`src/rtl/stack_ctrl.sv`:
```
// Operand-stack sequencer: owns the LIFO storage and stack pointer, and turns
// one-cycle push/pop/tos strobes into busy/done handshaked read/write sequences.
module stack_ctrl #(
  parameter int unsigned DW    = 8,
  parameter int unsigned DEPTH = 16,
  parameter int unsigned AW    = $clog2(DEPTH)
) (
  input  logic          clk_i,
  input  logic          rst_ni,
  input  logic          push_i,
  input  logic          pop_i,
  input  logic          tos_i,
  input  logic [DW-1:0] din_i,
  input  logic          clr_err_i,
  output logic [DW-1:0] dout_o,
  output logic          busy_o,
  output logic          done_o,
  output logic          empty_o,
  output logic          full_o,
  output logic [AW:0]   count_o,
  output logic          err_ovf_o,
  output logic          err_unf_o,
  output logic          err_cmd_o
);

  typedef enum logic [1:0] {
    S_IDLE,
    S_PUSH,
    S_READ,
    S_DONE
  } state_e;

  state_e        state_q, state_d;
  logic [AW:0]   sp_q, sp_d;
  logic [AW-1:0] raddr_q, raddr_d;
  logic [DW-1:0] wdata_q, wdata_d;
  logic [DW-1:0] dout_q, dout_d;
  logic          err_ovf_q, err_ovf_d;
  logic          err_unf_q, err_unf_d;
  logic          err_cmd_q, err_cmd_d;
  logic          set_ovf, set_unf, set_cmd;
  logic          empty, full;

  logic [DW-1:0] mem_q [DEPTH];

  assign empty = (sp_q == '0);
  assign full  = (sp_q == (AW+1)'(DEPTH));

  always_comb begin
    state_d = state_q;
    sp_d    = sp_q;
    raddr_d = raddr_q;
    wdata_d = wdata_q;
    dout_d  = dout_q;
    set_ovf = 1'b0;
    set_unf = 1'b0;
    set_cmd = 1'b0;
    case (state_q)
      S_IDLE: begin
        // Priority decode; failed commands skip straight to DONE so they still pulse done.
        if (push_i && pop_i) begin
          set_cmd = 1'b1;
          state_d = S_DONE;
        end else if (push_i && full) begin
          set_ovf = 1'b1;
          state_d = S_DONE;
        end else if (push_i) begin
          wdata_d = din_i;
          state_d = S_PUSH;
        end else if (pop_i && empty) begin
          set_unf = 1'b1;
          state_d = S_DONE;
        end else if (pop_i) begin
          sp_d    = sp_q - (AW+1)'(1);
          raddr_d = AW'(sp_q - (AW+1)'(1));
          state_d = S_READ;
        end else if (tos_i && empty) begin
          set_unf = 1'b1;
          state_d = S_DONE;
        end else if (tos_i) begin
          raddr_d = AW'(sp_q - (AW+1)'(1));
          state_d = S_READ;
        end
      end
      S_PUSH: begin
        sp_d    = sp_q + (AW+1)'(1);
        state_d = S_DONE;
      end
      S_READ: begin
        dout_d  = mem_q[raddr_q];
        state_d = S_DONE;
      end
      S_DONE:  state_d = S_IDLE;
      default: state_d = S_IDLE;
    endcase
  end

  // Set wins over a simultaneous clear.
  assign err_ovf_d = set_ovf | (err_ovf_q & ~clr_err_i);
  assign err_unf_d = set_unf | (err_unf_q & ~clr_err_i);
  assign err_cmd_d = set_cmd | (err_cmd_q & ~clr_err_i);

  always_ff @(posedge clk_i or negedge rst_ni) begin
    if (!rst_ni) begin
      state_q   <= S_IDLE;
      sp_q      <= '0;
      raddr_q   <= '0;
      wdata_q   <= '0;
      dout_q    <= '0;
      err_ovf_q <= 1'b0;
      err_unf_q <= 1'b0;
      err_cmd_q <= 1'b0;
    end else begin
      state_q   <= state_d;
      sp_q      <= sp_d;
      raddr_q   <= raddr_d;
      wdata_q   <= wdata_d;
      dout_q    <= dout_d;
      err_ovf_q <= err_ovf_d;
      err_unf_q <= err_unf_d;
      err_cmd_q <= err_cmd_d;
    end
  end

  always_ff @(posedge clk_i) begin
    if (state_q == S_PUSH) begin
      mem_q[sp_q[AW-1:0]] <= wdata_q;
    end
  end

  assign dout_o    = dout_q;
  assign busy_o    = (state_q != S_IDLE);
  assign done_o    = (state_q == S_DONE);
  assign empty_o   = empty;
  assign full_o    = full;
  assign count_o   = sp_q;
  assign err_ovf_o = err_ovf_q;
  assign err_unf_o = err_unf_q;
  assign err_cmd_o = err_cmd_q;

endmodule

```
`config.mk`:
```
export PLATFORM = sky130hd
export DESIGN_NAME = stack_ctrl
export DESIGN_NICKNAME = d
export VERILOG_FILES = /design/src/rtl/stack_ctrl.sv
export SDC_FILE = /design/constraint.sdc
export NUM_CORES = 1
export LEC_CHECK = 0
export CAP_MARGIN = 10
export CORE_UTILIZATION = 59
export CTS_BUF_LIST = sky130_fd_sc_hd__clkbuf_8 sky130_fd_sc_hd__clkbuf_16
export DETAILED_ROUTE_END_ITERATION = 16
export GPL_TIMING_DRIVEN = 0
export PLACE_DENSITY = 0.86
export SKIP_CTS_REPAIR_TIMING = 1
export SYNTH_ARGS = -nofsm -noshare
export SYNTH_HDL_FRONTEND = slang
export SYNTH_SLANG_ARGS = --single-unit
```
`constraint.sdc`:
```
create_clock -name clk_i -period 2.3 [get_ports clk_i]
set_input_delay 0.46 -clock clk_i [delete_from_list [all_inputs] [get_ports clk_i]]
set_output_delay 0.46 -clock clk_i [all_outputs]
set_load 0.02 [all_outputs]
```
# ---- Yosys cells after proc, flatten, opt, wreduce, memory -nomap -nowiden
# Memories as Yosys holds them, arrays and structs flattened. A register that Yosys moved wholly into a read port is not among the register bits.
# Cells that the tools add are included.
dict set report word_totals {
  reg_bits 22
  ramBits 128
  inputBits 14
  out_inout_bits 20
  wordCells 77
  memories 1
}
# memory words width rd rd_clocked_by_memory_dff write_ports line_no
set memory_table {}
lappend memory_table {mem_q 16 8 1 1 1 44} ;# logic [DW-1:0] mem_q [DEPTH];
dict set report op_classes {
  addsub 2
  eq_ne 11
  n_mux 31
  n_bitwise 11
  n_reduce_logical 14
}
# operator n
set ops {}
lappend ops {{two-way mux 5 bit} 5}
lappend ops {{two-way mux 1 bit} 14}
lappend ops {{two-way mux 2 bit} 7}
lappend ops {{two-way mux 4 bit} 3}
lappend ops {{!= test 2 bit, second input constant} 6}
lappend ops {{case mux 5 bit (2 select lines)} 1}
lappend ops {{!= test 8 bit, second input constant} 1}
lappend ops {{AND reduction 7 bit} 1}
lappend ops {{case mux 2 bit (3 select lines)} 1}
lappend ops {{AND reduction 6 bit} 1}
lappend ops {{nonzero test 2 bit} 3}
lappend ops {{adder 5 x 1 -> 5 bit, second input constant} 1}
lappend ops {{== test 5 bit, second input constant} 1}
lappend ops {{zero test 5 bit} 1}
lappend ops {{inverter 1 bit} 5}
lappend ops {{subtractor 5 x 1 -> 5 bit, second input constant} 1}
lappend ops {{== test 2 bit, second input constant} 2}
lappend ops {{logical AND 1 bit} 4}
lappend ops {{AND reduction 4 bit} 1}
lappend ops {{AND 1 bit} 3}
lappend ops {{bitwise OR 1 bit} 3}
lappend ops {{== test 2 x 1 -> 1 bit, second input constant} 1}
lappend ops {{zero test 2 bit} 1}
lappend ops {{OR reduction 2 bit} 1}
lappend ops {{zero test 1 bit} 1}

# ---- Logic depth before layout (Yosys ltp)
# Gate-level depths: netlist of run 1.
dict set report logic_depth {
  word_depth 10
  mapped_depth 7
  depth_no_buf 6
}

# ---- Worst setup path before layout of run 1
# OpenSTA, ideal clock, no wires.
dict set report synth_path {
  kind {reg-to-reg}
  startpoint {register sp_q[0], in the netlist count_o[0]}
  endpoint {register wdata_q[0]}
  setup_time_ns 0.125
  arrival_time_ns 1.867
  required_ns 2.175
  setup_slack_ns 0.308
  stages_incl_launch_ff 6
  n_path_buf 0
  period_less_slack_ns 1.992
  path_cell_list {dfrtp_1 -> inv_1 -> ha_1 -> and4bb_2 -> nor3_4 -> mux2_2}
}
dict set report synth_between {
  elab_chain_len 4
}
# item line_no
set synth_lines {}
lappend synth_lines {{start: declaration} 34} ;# logic [AW:0] sp_q, sp_d;
lappend synth_lines {{start signal: assignment} 115} ;# sp_q <= sp_d;
lappend synth_lines {{== test 5 bit} 47} ;# assign full = (sp_q == (AW+1)'(DEPTH));
lappend synth_lines {{via full_o} 19} ;# output logic full_o,
lappend synth_lines {{logical AND 1 bit} 64} ;# end else if (push_i && full) begin
lappend synth_lines {{inverter 1 bit (no line)} --}
lappend synth_lines {{AND reduction 4 bit (no line)} --}
lappend synth_lines {{end signal: assignment} 117} ;# wdata_q <= wdata_d;
lappend synth_lines {{end: declaration} 36} ;# logic [DW-1:0] wdata_q, wdata_d;
# The timed path passes the listed nets, and every way through them passes these cells.
# A chain may end at the register's enable or synchronous reset.

# ---- Final worst setup path of run 1
dict set report layout_path {
  startpoint {register sp_q[0], in the netlist count_o[0]}
  endpoint {output empty_o}
}
dict set report layout_between {
  elab_chain_len 1
}
# item line_no
set layout_lines {}
lappend layout_lines {{zero test 5 bit} 46} ;# assign empty = (sp_q == '0);
lappend layout_lines {{end: declaration} 18} ;# output logic empty_o,
# No other way between the ends.

==> results by stage, run 1 <==
Status:
- The run finished, with violations left.
- The checks that failed: setup timing.

Timing:
- The count of final max-slew check failures is 0.
- Once routing completed, OpenROAD measured the worst setup slack at -0.1301 ns.
- At the pin with the least slew margin, the transition time is 0.7614 ns.
- For this run, the top clock speed supported by timing is 411.5 MHz.
- Setup violations remaining at the end of the flow were counted as 1.
- The post-layout minimum cycle time is 2.430 ns.
- The final critical path takes up 105.7% of the cycle.
- Setup repair after global routing could not meet its margin everywhere.
- The worst hold slack across all endpoints is around 0.32 ns.
- The worst slew slack as a fraction of its limit is between 40% and 50%.
- The count of final hold-check violations is 0.
- Across the routed clock network, the largest skew measured is 0.01247 ns.

Die:
- The die is 106.0 um wide.
- The number of top-level design ports is 34.
- The die covers 11,230 um2.
- The height of the die is ~110 um.
- The starting density of the core is between 60% and 70%.
- The row count is 37.
- The core region area is 10,420 um2.

Worst setup path:
- The endpoint required time on the critical path is 1.84 ns.
- In this run the critical register-to-register path is captured at mem_q[11][7].
- The biggest cell delay along the critical path is ~0.5 ns.
- The type of the worst setup path is flip-flop to output port.
- Counting cells, the worst reg-to-reg path comes to 5.
- The worst register-to-register path begins at state_q[1].
- The worst setup path is captured at an output port.
- STA puts the critical path data arrival time at 1.97 ns.
- STA classifies the critical path startpoint as a flip-flop.
- Along the worst path, the maximum fanout reaches 5.
- Setup slack on the worst reg-to-reg path comes out at 0.12 ns.
- The slowest stage of the critical path belongs to the cell sky130_fd_sc_hd__or4b_4.
- Walking the worst path, the cells encountered are inv_4, ha_4, or4b_4, inv_1, buf_4.

Yosys:
- By area the synthesized netlist is led by sky130_fd_sc_hd__edfxtp_1 60%, sky130_fd_sc_hd__dfrtp_1 12%, sky130_fd_sc_hd__mux4_1 7.8%, sky130_fd_sc_hd__mux4_2 4.6%, sky130_fd_sc_hd__mux2_2 2.5%.
- The leading area contributor after synthesis is sky130_fd_sc_hd__edfxtp_1.
- Sequential elements use 72.01% of the synthesized area.
- Synthesis inferred 158 register bits.
- When the netlist entered floorplanning its net count stood at 357.
- The synthesized area per cell is between 15 and 20 um2.
- During synthesis, Yosys emitted a total of 0 warnings.
- Synthesis handed over a netlist of ~330 instances.
- The summed instance area of the synthesized netlist is 6380 um2.
- Counting distinct cell types in the post-synthesis netlist gives 36.
- The fraction of post-synthesis cell area in the top cell type by area is 60.25%.

Clock network:
- TritonCTS built the clock tree.
- The H-tree depth is 4.
- The clock slew at the register clock pins of the worst setup and hold paths is 0.07 ns.
- The clock network latency to the later pin of the worst-skew pair is 0.55 ns.
- The cell chosen for the clock root is sky130_fd_sc_hd__clkbuf_8.
- The clock sink count is 158.
- The deepest clock path buffer count is 2.
- The number of buffers created by CTS is 17.

Final layout:
- The utilization after layout is between 70% and 80%.
- The finished cells cover 7589 um2.
- In the final layout, the share of cells above drive strength 1 is 26.62%.
- For this run, the number of standard cells in the final layout without fillers is 538.
- The number of diodes is 0.
- Relative to the synthesized area, the layout overhead comes to 18.94%.
- After the last flow step, the layout net total stands at 412.

Placement:
- The post-placement cell area is a little under 7000 um2.
- In this run, placement finished with an instance count of slightly above 500.
- Once detailed placement completed, the half-perimeter wirelength came to roughly 8100 um.
- At the end of routability-driven placement, the weighted congestion stood at between 0.7 and 0.8.
- In this run the tool buffered the top-level ports with 32 buffer cells.

Power and ir drop:
- In this run, the clock network consumes 27.3% of the power.
- The analysis attributes to net switching a power of 3.422 mW.
- The standby leakage power is 2.636 nW.
- Dividing total power by cell area gives a power density of 1370 nW/um2.
- The switching share of total power is approximately a third.
- The sequential power share is between 40% and 50%.
- The internal power of the cells totals about 7.0 mW.
- In this run, the combinational gates consume 29.9% of the power.
- The worst supply voltage drop on vdd is 0.8916 mV.

Job:
- The tool flagged a number of max-cap violations equal to 0.

GRT:
- Global routing used 26.71% of the available tracks.
- Entering global routing, the biggest net connects 19 pins.
- The number of global-route vias before repair is 3,581.
- The first global-routing pass estimated 20,630 um of wire.
- The total overflow reported by the global router is 0.
- The number of antenna violations at the first check in global routing was 0.

Route:
- For this run, the detailed router's first-pass iteration total came to 5.
- The remaining antenna violation count is 0.
- The vias per cell is 6.502.
- The aggregate routed wire length is approximately 14,000 um.
- After detailed routing, the number of remaining DRC violations is 0.
- In the final routed layout, each cell accounts on average for 26.15 um.
- For this block, the via count after detailed routing is 3,498.
- The initial detailed-routing violation count is about 310.

Min path:
- The class of the tightest hold or removal check is input port to asynchronous set/reset pin.
stage by stage:
stage	worst slack (ns)	total power, mW	setup TNS, ns
6_report	-0.1301	10.39	-0.1301
5_1_grt	-0.1632	10.70	-0.2268
4_1_cts	-0.8585	10.19	-2.081
3_5_place_dp	-0.2455	7.317	-0.2594
3_3_place_gp	-0.1850	7.121	-0.1850
2_1_floorplan	0.3077	6.175	0
metal layers:
metal / track usage [%] / share of wire (%) / vias up
li1: - / - / 1459
met1: 35.33 / 40 / 1764
met2: 40.90 / 47 / 228
met3: 6.315 / 8.1 / 47
met4: 15.97 / 4.7 / 0
met5: 0 / 0 / -
logic make-up (layout without fill, tap and decap cells):
group	count (synthesis)	after routing	synth area share [%]
buffers and inverters	24	92	2.334
muxes	48	48	15.24
AOI/OAI and AO/OA	40	40	3.962
DFF	158	158	72.01
and+or+nand+nor	48	48	3.726
xor gates and xnor gates	7	7	0.9610
adders and majority gates	9	9	1.765
cell usage in the layout (no fill, tap or decap), types with 2 or more instances in the layout:
master,netlist,layout
sky130_fd_sc_hd__nor2_2,0,15
sky130_fd_sc_hd__inv_1,7,5
sky130_fd_sc_hd__buf_6,4,4
sky130_fd_sc_hd__clkinv_4,0,2
sky130_fd_sc_hd__mux4_1,19,19
sky130_fd_sc_hd__or2_2,2,2
sky130_fd_sc_hd__o21ai_0,6,6
sky130_fd_sc_hd__mux4_2,13,13
sky130_fd_sc_hd__clkdlybuf4s50_1,0,29
sky130_fd_sc_hd__clkbuf_2,2,3
sky130_fd_sc_hd__a21oi_1,10,10
sky130_fd_sc_hd__nand2b_1,4,4
sky130_fd_sc_hd__nand2_1,14,14
sky130_fd_sc_hd__mux2_2,14,14
sky130_fd_sc_hd__buf_2,5,5
sky130_fd_sc_hd__o22ai_1,16,16
sky130_fd_sc_hd__mux2_1,2,2
sky130_fd_sc_hd__buf_4,1,5
sky130_fd_sc_hd__clkbuf_16,0,20
sky130_fd_sc_hd__nor2_1,21,5
sky130_fd_sc_hd__o21ai_2,2,2
sky130_fd_sc_hd__ha_1,9,8
sky130_fd_sc_hd__edfxtp_1,128,128
sky130_fd_sc_hd__clkbuf_1,4,4
sky130_fd_sc_hd__dfrtp_1,30,28
sky130_fd_sc_hd__xnor2_1,7,7
sky130_fd_sc_hd__clkinv_2,0,4
sky130_fd_sc_hd__dfrtp_2,0,2
sky130_fd_sc_hd__inv_4,0,3
area by class of cell:
type / count / area (um2)
Buffer: 17 / 122.6
Clock buffer: 21 / 514.2
Clock inverter: 11 / 96.34
Fill cell: 550 / 2828
Inverter: 7 / 28.78
Multi-Input combinational cell: 152 / 1694
Sequential cell: 158 / 4597
Tap cell: 136 / 170.2
Timing Repair Buffer: 36 / 365.4
worst max-delay path by stage:
stage,endpoint,slack (ns),startpoint,depth (start not counted)
after floorplan,wdata_q[0],0.31,count_o[0],5
after global routing,empty_o,-0.16,count_o[0],5
after CTS,empty_o,-0.86,count_o[0],5
after global placement,empty_o,-0.19,count_o[0],5
final,empty_o,-0.13,count_o[0],5
after detailed placement,empty_o,-0.25,count_o[0],5
power by group through the flow:
stage	Clock, mW	Combinational, mW	Sequential (mW)
final	2.84	3.11	4.45
after global routing	2.94	3.27	4.49
after CTS	2.82	2.92	4.44
after detailed placement	0	2.84	4.48
after global placement	0	2.72	4.40
after floorplan	0	1.82	4.35
cell usage after synthesis:
cell / number
sky130_fd_sc_hd__edfxtp_1: 128
sky130_fd_sc_hd__nor2_1: 21
sky130_fd_sc_hd__o2bb2ai_1: 1
sky130_fd_sc_hd__o21ai_0: 6
sky130_fd_sc_hd__o22ai_1: 16
sky130_fd_sc_hd__a21oi_1: 10
sky130_fd_sc_hd__a32o_1: 1
sky130_fd_sc_hd__and4_1: 1
sky130_fd_sc_hd__ha_1: 9
sky130_fd_sc_hd__nand2b_1: 4
sky130_fd_sc_hd__buf_12: 1
sky130_fd_sc_hd__nor4_1: 1
sky130_fd_sc_hd__nor3_4: 1
sky130_fd_sc_hd__clkbuf_1: 4
sky130_fd_sc_hd__buf_6: 4
sky130_fd_sc_hd__a311oi_1: 1
sky130_fd_sc_hd__mux2_1: 2
sky130_fd_sc_hd__or4b_4: 1
sky130_fd_sc_hd__nand2_1: 14
sky130_fd_sc_hd__nor2b_1: 1
sky130_fd_sc_hd__a22o_1: 1
sky130_fd_sc_hd__mux2_2: 14
sky130_fd_sc_hd__o21ai_2: 2
sky130_fd_sc_hd__clkbuf_2: 2
sky130_fd_sc_hd__or2_2: 2
sky130_fd_sc_hd__o211ai_1: 1
sky130_fd_sc_hd__buf_4: 1
sky130_fd_sc_hd__a32o_2: 1
sky130_fd_sc_hd__buf_2: 5
sky130_fd_sc_hd__dfrtp_1: 30
sky130_fd_sc_hd__inv_1: 7
sky130_fd_sc_hd__mux4_2: 13
sky130_fd_sc_hd__xnor2_1: 7
sky130_fd_sc_hd__nor3_1: 1
sky130_fd_sc_hd__and4bb_2: 1
sky130_fd_sc_hd__mux4_1: 19
state kept, by name, indices dropped and copies added, names as in the netlist:
signal     cells
mem_q        128
err_cmd_o      1
count_o        5
dout_o         8
err_unf_o      1
err_ovf_o      1
state_q        2
wdata_q        8
raddr_q        4
critical path, delay by kind of cell, from the launching register on:
kind	cells	cell delay, ns
simple gates	1	0.50
flops	1	0.45
fa+ha+maj	1	0.16
buf+inv	3	0.32
Note: power is estimated with default switching activity, not from simulation.
==> inputs of run 2 (changes only) <==
--- a/config.mk
+++ b/config.mk
@@ -11,6 +11,7 @@
 export DETAILED_ROUTE_END_ITERATION = 16
 export GPL_TIMING_DRIVEN = 0
 export PLACE_DENSITY = 0.86
+export REMOVE_ABC_BUFFERS = 1
 export SKIP_CTS_REPAIR_TIMING = 1
 export SYNTH_ARGS = -nofsm -noshare
 export SYNTH_HDL_FRONTEND = slang
==> run 2 against run 1 <==
The run ends with hold timing, setup timing left. Utilization fell by 2.0 points. Non-clock buffer count fell by 15. Clock-buffer cell count fell by 4. Worst setup slack improved by 0.059 ns. Combinational power fell by 15%. Worst hold slack got worse by 0.36 ns. Clock skew rose by 0.00063 ns. Final cell count fell by 2.8%. Flip-flop and latch count did not move. Die area did not move. Sequential power rose by 5.2%. Critical endpoint unchanged. Largest power group unchanged. Highest routed layer unchanged.
==> results by stage, run 2 (synthesized netlist as in run 1, its figures left out) <==
Timing:
- The portion of the clock cycle consumed by the worst path in the final layout is 103.1% (was 105.7%).
- The clock skew was 0.01309 ns (was 0.01247 ns).
- The final setup violation count is 1 (unchanged).
- The worst hold slack across all endpoints is -0.04026 ns (was 0.3236 ns).
- The post-layout minimum cycle time is 2.371 ns (was 2.430 ns).
- Unrepaired setup endpoints after global routing: yes (unchanged).
- The final worst setup slack is -0.07109 ns (was -0.1301 ns).
- The transition time of the tightest slew-check pin is 0.8074 ns (was 0.7614 ns).
- The maximum achievable frequency came to 421.7 MHz (was 411.5 MHz).
- The worst slew slack as a fraction of its limit came to 45.97% (was 49.02%).
- The count of final max-slew check failures was 0 (unchanged).
- The count of final hold-check violations is 30 (was 0).

Final layout:
- The fraction of final layout cells with drive strength greater than 1 was 21.45% (was 26.62%).
- The number of flip-flops under the largest register name is 128 (unchanged).
- The post-route cell area came to 7376 um2 (was 7589 um2).
- Most used cells in the layout excluding fill and tap cells: 128 x sky130_fd_sc_hd__edfxtp_1, 29 x sky130_fd_sc_hd__clkdlybuf4s50_1, 26 x sky130_fd_sc_hd__dfrtp_1 (was 128 x sky130_fd_sc_hd__edfxtp_1, 29 x sky130_fd_sc_hd__clkdlybuf4s50_1, 28 x sky130_fd_sc_hd__dfrtp_1).
- The filler cell count is 601 (was 550).
- The area added between synthesis and finish is 15.61% (was 18.94%).
- The most common library cell in the layout ignoring fill and taps is sky130_fd_sc_hd__edfxtp_1 (unchanged).
- The number of diodes came to 0 (unchanged).
- The utilization after layout was 70.81% (was 72.85%).
- The layout net count came to 397 (was 412).

Worst setup path:
- The type of the worst setup path was flip-flop to output port (unchanged).
- The start point of the critical path is count_o[0] (unchanged).
- The largest fanout of any net on the critical path is 5 (unchanged).
- The reg-to-reg setup timing slack is 0.09 ns (was 0.12 ns).
- The startpoint class of the critical path is a flip-flop (unchanged).
- The endpoint of the worst register-to-register path is mem_q[5][4] (was mem_q[11][7]).
- The critical path endpoint category is an output port (unchanged).
- The worst reg-to-reg path cell count is 4 (was 5).
- The capture point of the worst path is empty_o (unchanged).
- The critical path arrival came to 1.91 ns (was 1.97 ns).
- The beginning of the worst register-to-register path is state_q[1] (unchanged).
- The endpoint required time on the critical path is 1.84 ns (about the same).

Clock network:
- The clock slew at the register clock pins of the worst setup and hold paths is 0.07 ns (about the same).
- The cell chosen for the clock root was sky130_fd_sc_hd__clkbuf_8 (unchanged).
- The deepest clock path buffer count is 2 (unchanged).
- The clock sink count was 158 (unchanged).
- The clock network latency to the later pin of the worst-skew pair is 0.54 ns (was 0.55 ns).
- The number of buffers created by CTS is 17 (unchanged).
- The H-tree depth is 4 (unchanged).
- The CTS tree is done (unchanged).

Route:
- The number of iterations in the first detailed-routing pass is 4 (was 5).
- The per-cell routed wire length is 24.97 um (was 26.15 um).
- The initial detailed-routing violation count is 414 (was 308).
- The detailed-route DRC error count is 0 (unchanged).
- The aggregate routed wire length was 13,060 um (was 14,070 um).
- The vias per cell is 6.440 (was 6.502).
- The total via count in the routed design is 3,368 (was 3,498).
- The remaining antenna violation count came to 0 (unchanged).

Min path:
- The class of the tightest hold or removal check is input port to asynchronous set/reset pin (unchanged).

Die:
- The row count is 37 (unchanged).
- The number of top-level design ports came to 34 (unchanged).
- The overall die width came to 106.0 um (unchanged).
- The height of the die is 106.0 um (unchanged).
- The starting density of the core is 61.25% (unchanged).
- The overall die area is 11,230 um2 (unchanged).
- The core region area was 10,420 um2 (unchanged).

GRT:
- The total overflow reported by the global router is 0 (unchanged).
- The number of antenna violations at the first check in global routing is 0 (unchanged).
- The global-route wire length before repair was 19,420 um (was 20,630 um).
- The maximum number of pins on one net before global-route repair was 34 (was 19).
- The number of global-route vias before repair is 3,228 (was 3,581).
- The all-layer global routing usage is 24.97% (was 26.71%).

Job:
- The total of max-cap violations is 0 (unchanged).

Placement:
- The global placement routability congestion is 0.8071 (was 0.7948).
- The post-placement cell area is 6782 um2 (was 6898 um2).
- The number of port buffers came to 33 (was 32).
- The half-perimeter wire length after placement was 7781 um (was 8059 um).
- The worst setup slack after placement is -0.1899 ns (was -0.2455 ns).

Power and ir drop:
- The standby leakage power is 2.528 nW (was 2.636 nW).
- The total power divided by cell area came to 1328 nW/um2 (was 1370 nW/um2).
- The worst supply voltage drop on vdd was 0.9407 mV (was 0.8916 mV).

Status:
- Status: complete, but fails checks (unchanged).
- Violations in the final reports: hold timing, setup timing (was setup timing).
-- run 2: cell types whose count changed in the layout (fill, tap and decap cells not counted), sizes merged --
cell          previous run  this run
clkbuf                  28        17
clkinvlp                 1         4
buf                     16         7
inv                     10        12
bufinv                   1         0
dlymetal6s2s             1         2
-- run 2: report_power, final --
part           switching, mW  internal (mW)
Combinational           1.31           1.33
Sequential             0.817           3.86
Clock                   1.13           1.33
Total                   3.26           6.53
-- run 2: worst min path at each step --
stage | startpoint | to | slack (ns) | cells after the start
6_report | rst_ni | err_cmd_o | -0.04 | 1
5_1_grt | rst_ni | wdata_q[5] | 0.02 | 1
4_1_cts | rst_ni | err_cmd_o | -0.03 | 1
3_5_place_dp | err_unf_o | err_unf_o | 0.49 | 1
3_3_place_gp | err_unf_o | err_unf_o | 0.48 | 1
2_1_floorplan | rst_ni | count_o[0] | 0.16 | 0
-- run 2: through the flow --
stage | power (mW) | instances | TNS (ns)
final | 9.794 | 523 | -0.07109
after global routing | 10.16 | 523 | -0.1139
after CTS | 9.637 | 519 | -1.570
after detailed placement | 7.139 | 487 | -0.2034
after global placement | 6.923 | 486 | -3.764
after floorplan | 6.009 | 317 | 0
-- run 2: metal layers --
layer | track usage, % | up-vias | share of wire, % | routed length [um]
li1 | - | 1426 | - | -
met3 | 5.212 | 26 | 8.1 | 1057
met1 | 34.90 | 1718 | 40 | 5182
met4 | 10.71 | 0 | 2.1 | 273
met5 | 0 | - | 0 | 0
met2 | 38.80 | 198 | 50 | 6544
-- run 2: worst max-delay path, cell delays in order, from the launching register on --
cell	delay, ns
sky130_fd_sc_hd__dfrtp_2	0.44
sky130_fd_sc_hd__inv_4	0.10
sky130_fd_sc_hd__ha_4	0.15
sky130_fd_sc_hd__or4b_4	0.50
sky130_fd_sc_hd__inv_2	0.08
sky130_fd_sc_hd__buf_6	0.11
-- run 2: layout make-up --
| class | count | area (um2) | share of cell area, % |
|---|---|---|---|
| clock buffers | 17 | 414.1 | 5.615 |
| clock inverters | 15 | 112.6 | 1.527 |
| inverters | 7 | 31.28 | 0.4241 |
| multi-input cells | 152 | 1657 | 22.46 |
| flip-flops and latches | 158 | 4602 | 62.39 |
| well taps | 136 | 170.2 | 2.307 |
| repair buffers | 38 | 389.1 | 5.276 |
